**src/rtl/vdp_reg_write_arbiter_pkg.sv**
```systemverilog
// Shared definitions for the VDP register write arbiter: bus widths,
// grant source encodings, host slot states and the copper FIFO entry layout.
package vdp_reg_write_arbiter_pkg;

  localparam int VDP_REG_ADDR_W = 5;
  localparam int VDP_REG_DATA_W = 16;
  localparam int COP_ENTRY_W    = VDP_REG_ADDR_W + VDP_REG_DATA_W;

  typedef enum logic [1:0] {
    SRC_NONE = 2'd0,
    SRC_HOST = 2'd1,
    SRC_COP  = 2'd2
  } grant_src_e;

  typedef enum logic {
    H_IDLE = 1'b0,
    H_PEND = 1'b1
  } host_state_e;

  typedef struct packed {
    logic [VDP_REG_ADDR_W-1:0] address;
    logic [VDP_REG_DATA_W-1:0] data;
  } reg_write_t;

  function automatic logic [7:0] sat_inc8(input logic [7:0] value);
    return (value == 8'hFF) ? value : value + 8'd1;
  endfunction

endpackage

```
**src/rtl/vdp_cop_write_fifo.sv**
```systemverilog
// Copper write FIFO: first-word-fall-through synchronous FIFO whose entries
// pack a register address and data word; occupancy is tracked explicitly.
module vdp_cop_write_fifo
  import vdp_reg_write_arbiter_pkg::*;
#(
  parameter int DEPTH = 4
) (
  input  logic                   clk,
  input  logic                   rst_n,
  input  logic                   push,
  input  logic [COP_ENTRY_W-1:0] push_entry,
  input  logic                   pop,
  output logic [COP_ENTRY_W-1:0] pop_entry,
  output logic [$clog2(DEPTH):0] level,
  output logic                   full,
  output logic                   empty
);

  localparam int LVL_W = $clog2(DEPTH) + 1;
  localparam int PTR_W = $clog2(DEPTH);
  localparam logic [LVL_W-1:0] FULL_LEVEL = LVL_W'(DEPTH);

  logic [COP_ENTRY_W-1:0] mem [DEPTH];
  logic [PTR_W-1:0]       wr_ptr;
  logic [PTR_W-1:0]       rd_ptr;
  logic                   do_push;
  logic                   do_pop;

  assign full      = (level == FULL_LEVEL);
  assign empty     = (level == '0);
  assign do_push   = push && !full;
  assign do_pop    = pop && !empty;
  assign pop_entry = mem[rd_ptr];

  // Pointers wrap naturally because DEPTH is a power of two.
  always_ff @(posedge clk or negedge rst_n) begin
    if (!rst_n) begin
      wr_ptr <= '0;
      rd_ptr <= '0;
      level  <= '0;
    end else begin
      if (do_push) wr_ptr <= wr_ptr + 1'b1;
      if (do_pop)  rd_ptr <= rd_ptr + 1'b1;
      case ({do_push, do_pop})
        2'b10:   level <= level + 1'b1;
        2'b01:   level <= level - 1'b1;
        default: level <= level;
      endcase
    end
  end

  always_ff @(posedge clk) begin
    if (do_push) mem[wr_ptr] <= push_entry;
  end

endmodule

```
**src/rtl/vdp_reg_write_arbiter.sv**
```systemverilog
// Arbitrates the single VDP register write port between a one-slot CPU host
// buffer and the copper FIFO, with a starvation guard and downstream stall.
module vdp_reg_write_arbiter
  import vdp_reg_write_arbiter_pkg::*;
#(
  parameter int COP_FIFO_DEPTH = 4,
  parameter int STARVE_LIMIT   = 3
) (
  input  logic                            clk,
  input  logic                            reset_n,
  input  logic                            host_write_en,
  input  logic [VDP_REG_ADDR_W-1:0]       host_address,
  input  logic [VDP_REG_DATA_W-1:0]       host_write_data,
  output logic                            host_ready,
  input  logic                            cop_write_valid,
  input  logic [VDP_REG_ADDR_W-1:0]       cop_write_address,
  input  logic [VDP_REG_DATA_W-1:0]       cop_write_data,
  output logic                            cop_write_ready,
  input  logic                            port_stall,
  output logic                            register_write_en,
  output logic [VDP_REG_ADDR_W-1:0]       register_write_address,
  output logic [VDP_REG_DATA_W-1:0]       register_write_data,
  output logic [$clog2(COP_FIFO_DEPTH):0] cop_fifo_level,
  output logic [7:0]                      conflict_count,
  output logic                            protocol_error
);

  localparam logic [3:0] STARVE_MAX = 4'(STARVE_LIMIT);

  logic [1:0]                rst_sync;
  logic                      rst_n;
  host_state_e               host_state;
  host_state_e               host_state_next;
  logic                      host_en_q;
  logic                      host_edge;
  logic                      host_pending;
  logic                      host_accept;
  logic                      host_violation;
  logic [VDP_REG_ADDR_W-1:0] slot_address;
  logic [VDP_REG_DATA_W-1:0] slot_data;
  logic [COP_ENTRY_W-1:0]    fifo_push_entry;
  logic [COP_ENTRY_W-1:0]    fifo_pop_entry;
  reg_write_t                cop_in;
  reg_write_t                cop_head;
  logic                      fifo_full;
  logic                      fifo_empty;
  logic                      cop_pending;
  logic                      both_pending;
  grant_src_e                grant_src;
  logic [3:0]                starve_cnt;

  // Reset asserts asynchronously but releases only on a clock edge.
  always_ff @(posedge clk or negedge reset_n) begin
    if (!reset_n) rst_sync <= 2'b00;
    else          rst_sync <= {rst_sync[0], 1'b1};
  end
  assign rst_n = rst_sync[1];

  assign host_edge = host_write_en && !host_en_q;

  always_ff @(posedge clk or negedge rst_n) begin
    if (!rst_n) host_state <= H_IDLE;
    else        host_state <= host_state_next;
  end

  always_comb begin
    host_state_next = host_state;
    case (host_state)
      H_IDLE:  if (host_edge) host_state_next = H_PEND;
      H_PEND:  if (grant_src == SRC_HOST) host_state_next = H_IDLE;
      default: host_state_next = H_IDLE;
    endcase
  end

  always_comb begin
    host_pending   = (host_state == H_PEND);
    host_accept    = host_edge && (host_state == H_IDLE);
    host_violation = host_edge && (host_state == H_PEND);
  end

  // The slot captures address/data only on an accepted edge; a second edge
  // while the slot is full is dropped and flagged.
  always_ff @(posedge clk or negedge rst_n) begin
    if (!rst_n) begin
      host_en_q      <= 1'b0;
      slot_address   <= '0;
      slot_data      <= '0;
      protocol_error <= 1'b0;
    end else begin
      host_en_q <= host_write_en;
      if (host_accept) begin
        slot_address <= host_address;
        slot_data    <= host_write_data;
      end
      if (host_violation) protocol_error <= 1'b1;
    end
  end

  assign cop_in.address  = cop_write_address;
  assign cop_in.data     = cop_write_data;
  assign fifo_push_entry = cop_in;
  assign cop_head        = reg_write_t'(fifo_pop_entry);
  assign cop_write_ready = !fifo_full;
  assign cop_pending     = !fifo_empty;
  assign both_pending    = host_pending && cop_pending;

  vdp_cop_write_fifo #(
    .DEPTH (COP_FIFO_DEPTH)
  ) u_cop_fifo (
    .clk        (clk),
    .rst_n      (rst_n),
    .push       (cop_write_valid && cop_write_ready),
    .push_entry (fifo_push_entry),
    .pop        (grant_src == SRC_COP),
    .pop_entry  (fifo_pop_entry),
    .level      (cop_fifo_level),
    .full       (fifo_full),
    .empty      (fifo_empty)
  );

  always_comb begin
    grant_src = SRC_NONE;
    if (!port_stall) begin
      if (both_pending)      grant_src = (starve_cnt == STARVE_MAX) ? SRC_COP : SRC_HOST;
      else if (host_pending) grant_src = SRC_HOST;
      else if (cop_pending)  grant_src = SRC_COP;
    end
  end

  // Counts host wins over a waiting copper; frozen while the port is stalled.
  always_ff @(posedge clk or negedge rst_n) begin
    if (!rst_n) begin
      starve_cnt     <= '0;
      conflict_count <= '0;
    end else begin
      if (!port_stall) begin
        if (grant_src == SRC_COP || fifo_empty) starve_cnt <= '0;
        else if (grant_src == SRC_HOST)         starve_cnt <= starve_cnt + 4'd1;
      end
      if (grant_src != SRC_NONE && both_pending) conflict_count <= sat_inc8(conflict_count);
    end
  end

  always_ff @(posedge clk or negedge rst_n) begin
    if (!rst_n) begin
      register_write_en      <= 1'b0;
      register_write_address <= '0;
      register_write_data    <= '0;
      host_ready             <= 1'b0;
    end else begin
      register_write_en <= (grant_src != SRC_NONE);
      host_ready        <= (grant_src == SRC_HOST);
      if (grant_src == SRC_HOST) begin
        register_write_address <= slot_address;
        register_write_data    <= slot_data;
      end else if (grant_src == SRC_COP) begin
        register_write_address <= cop_head.address;
        register_write_data    <= cop_head.data;
      end
    end
  end

endmodule

```
**config.mk**
```make
export PLATFORM = sky130hd
export DESIGN_NAME = vdp_reg_write_arbiter
export DESIGN_NICKNAME = d
export VERILOG_FILES = /design/src/rtl/vdp_reg_write_arbiter_pkg.sv /design/src/rtl/vdp_cop_write_fifo.sv /design/src/rtl/vdp_reg_write_arbiter.sv
export SDC_FILE = /design/constraint.sdc
export NUM_CORES = 1
export LEC_CHECK = 0
export ABC_AREA = 0
export BUFFER_PORTS_ARGS = -buffer_cell sky130_fd_sc_hd__buf_2
export CAP_MARGIN = 20
export CORE_MARGIN = 10
export CORE_UTILIZATION = 30
export DETAILED_ROUTE_END_ITERATION = 10
export PLACE_DENSITY = 0.52
export SKIP_LAST_GASP = 1
export SLEW_MARGIN = 0
export SYNTH_ARGS = -nofsm -noshare
export SYNTH_HDL_FRONTEND = slang
export SYNTH_HIERARCHICAL = 1
export SYNTH_SLANG_ARGS = --single-unit
```
**constraint.sdc**
```tcl
create_clock -name clk -period 2.1 [get_ports clk]
set_input_delay 0.525 -clock clk [delete_from_list [all_inputs] [get_ports clk]]
set_output_delay 0.525 -clock clk [all_outputs]
set_load 0.03 [all_outputs]
```
==> flow_summary.toml <==
[finish]
fin_area_um2 = 8070
final_common_cell = "edfxtp_1"
final_nets = 554
syn2layout_area_growth_pct = 31.1
fill_cells = 1842
ff_latch_area_um2 = 4230
drive_gt1_frac = 0.458
multi_input_area_um2 = 1950
most-common-layout-cells = "84 x edfxtp_1, 82 x buf_2, 65 x dfrtp_1"

[die]
start_util = 0.304
core_area_um2 = 20200
die_h_um = 163
num_rows = 52
pin_count = 83
fp.dieW_um = 163
dieArea_um2 = 26700

[worst_setup_path]
rr_worst_depth = 12
endpoint_kind = "flip-flop"
max_stage_delay_ns = 0.36
start_kind = "flip-flop"
crit_type = "flip-flop to flip-flop"
path_buf_inv = 1
cp_cell_sequence = "ha_2 > nand2b_1 > or2_4 > a211oi_2 > ha_2 > o31a_1 > ha_2 > inv_2 > fa_2 > xor2_1 > nor2_1 > xor2_1"
cp.depth = 12
cp_slowest_cell = "dfrtp_1"
r2r-start = "starve_cnt[1]"
worstPathArrival_ns = 2.82
cp_max_fo = 4
cp-startpoint = "starve_cnt[1]"
cp.required_ns = 2.44
path_common_cell = "ha_2"
crit_family = "adder cells"

[drt]
via_per_inst = 4.56
totalWireLength_um = 14100
drc = 0
routedWlPerCell_um = 18.1
drt-initial-drc-count = 162
dr_total_vias = 3560
drt-met1-wl_um = 5760
route.met3.wl_um = 727
drt_pre_antenna_iters = 5
met2WireLength_um = 7430
ant_nets = 0
routed.top_layer = "met5"

[synth]
syn-cell-area_um2 = 6160
yosysTopAreaCell = "edfxtp_1"
yosysWarningCount = 6
yosys-top-cells-area = "edfxtp_1 41%, dfrtp_1 28%, mux4_2 6.6%"
synth-edff-count = 84
ys_seq_area_frac = 0.686
synth_seq_cells = 152
synth_top_area_share = 0.410
synth_cell_type_count = 47
synth_area_per_cell_um2 = 16.7
synthArstFlopShare = 0.447
synth_flop_cell = "edfxtp_1"
post_synth_inst_count = 368
synth_nets = 426

[placed_design]
placedInstanceArea_um2 = 7160
hpwlAfterDp_um = 9070
dpl_worst_slack_ns = -0.361
port_buffers = 82
gp_congestion = 0.741

[global_route]
grt_use_total = 0.105
grt_pass1_vias = 3809
grt_pass1_wl_um = 21500
antenna_found_initial = 3
globalRouteOverflowTotal = 0
grt_max_degree = 49

[pwr]
p_seq_frac = 0.373
power.density_nw_per_um2 = 1520
swShare = 0.359
power_frac_comb = 0.390
p_clk_frac = 0.237
p_int_mw = 7.90
ir_drop_v = 0.000474
p_total_mw = 12.3
p_sw_mw = 4.41
leakage_nw = 3.17

[worst_hold_path]
hold_path.class = "flip-flop to asynchronous set/reset pin"

[cts]
clock-root-buffer = "clkbuf_16"
htreeDepth = 4
clock-sinks = 152
clock_path_buffers = 2
cts_tree = "built"
insertion_delay_ns = 0.42
clkTransAtPathRegs_ns = 0.07
cts_buffers = 17

[job]
cap_violations = 0

[outcome]
violations = "negative setup slack"
status = "complete, but fails checks"

[sta]
rsz0062_at_grt = "yes"
period_needed_ns = 2.49
max_freq_mhz = 402
final-setup-viol-count = 35
maxSlewViolCount = 0
finalCritPeriodShare = 1.18
skew_ns = 0.0115
fin_ws_ns = -0.388
final-hold-violation-count = 0
tns_ns = -3.60
[state kept, by name, summed over array words and instances, names as in the netlist, 3 cells and up]
name / count
slot_address: 5
register_write_data: 16
starve_cnt: 4
u_cop_fifo/mem: 84
u_cop_fifo/level: 3
conflict_count: 8
slot_data: 16
register_write_address: 5
[cell type report]
cell class                      instances  share of cell area
Antenna cell                            1            0.000310
Inverter                               11             0.00511
Multi-Input combinational cell        188               0.242
Tap cell                              270              0.0418
Clock inverter                         15              0.0188
Timing Repair Buffer                  126               0.116
Clock buffer                           17              0.0527
Sequential cell                       152               0.524
[final timing paths]
path                            slack (ns)                  end
min in group clk                      0.24            host_en_q
worst max register to register       -0.39  u_cop_fifo/level[2]
worst min register to register        0.22         slot_data[2]
max in group asynchronous             1.23  u_cop_fifo/level[1]
worst max-delay path                 -0.39  u_cop_fifo/level[2]
worst min-delay path                  0.22         slot_data[2]
[synthesized netlist by cell type, types with 3 or more instances]
master / n
edfxtp_1: 84
dfrtp_1: 68
mux2_2: 25
mux2i_1: 23
nor2_1: 23
a21oi_1: 22
mux4_2: 18
inv_1: 11
ha_1: 10
o21ai_0: 9
buf_2: 6
clkbuf_1: 6
nand2_1: 6
xnor2_1: 5
and2_1: 4
mux4_1: 3
nand4_1: 3
nor2b_1: 3
xor2_1: 3
[cell families after synthesis]
kind of cell,synth area share
AO/OA/AOI/OAI,0.0414
XOR/XNOR,0.0114
adder cells (fa/ha/maj),0.0236
buffers and inverters,0.0260
flip-flops,0.686
multiplexers,0.164
other,0.000609
AND/OR/NAND/NOR,0.0471
[power by group through the flow]
stage	registers, mW	logic (mW)	clock network, mW
global placement	4.58	4.30	0
floorplan	5.15	2.38	0
detailed placement	4.63	4.38	0
finish	4.60	4.80	2.92
global route	4.70	5.22	3.13
CTS	4.59	4.65	3.01
[metal layers]
metal,up-vias,track usage
met4,4,0.0369
li1,1646,-
met3,16,0.0385
met2,67,0.177
met5,-,0
met1,1827,0.121
[per-stage QoR]
stage	cells	hold WS, ns	utilization
floorplan	368	0.229	-
global placement	733	0.225	0.354
detailed placement	733	0.230	0.354
CTS	774	0.215	0.391
global route	779	0.213	0.399
finish	780	0.224	0.399
[worst register-to-register path, cell delays in order, from the launching register on]
cell      delay [ns]
dfrtp_1         0.36
ha_2            0.19
nand2b_1        0.07
or2_4           0.26
a211oi_2        0.20
ha_2            0.21
o31a_1          0.16
ha_2            0.19
inv_2           0.04
fa_2            0.33
xor2_1          0.14
nor2_1          0.11
xor2_1          0.15
[repair_timing]
item	CTS	global route
pin swaps	8	27
resized for setup	23	23
buffers inserted	7	5
hold endpoints to repair	2	0
hold buffers	1	0
setup endpoints to repair	34	36
gates cloned	1	2
No activity file was read; power rests on OpenSTA's default activity.
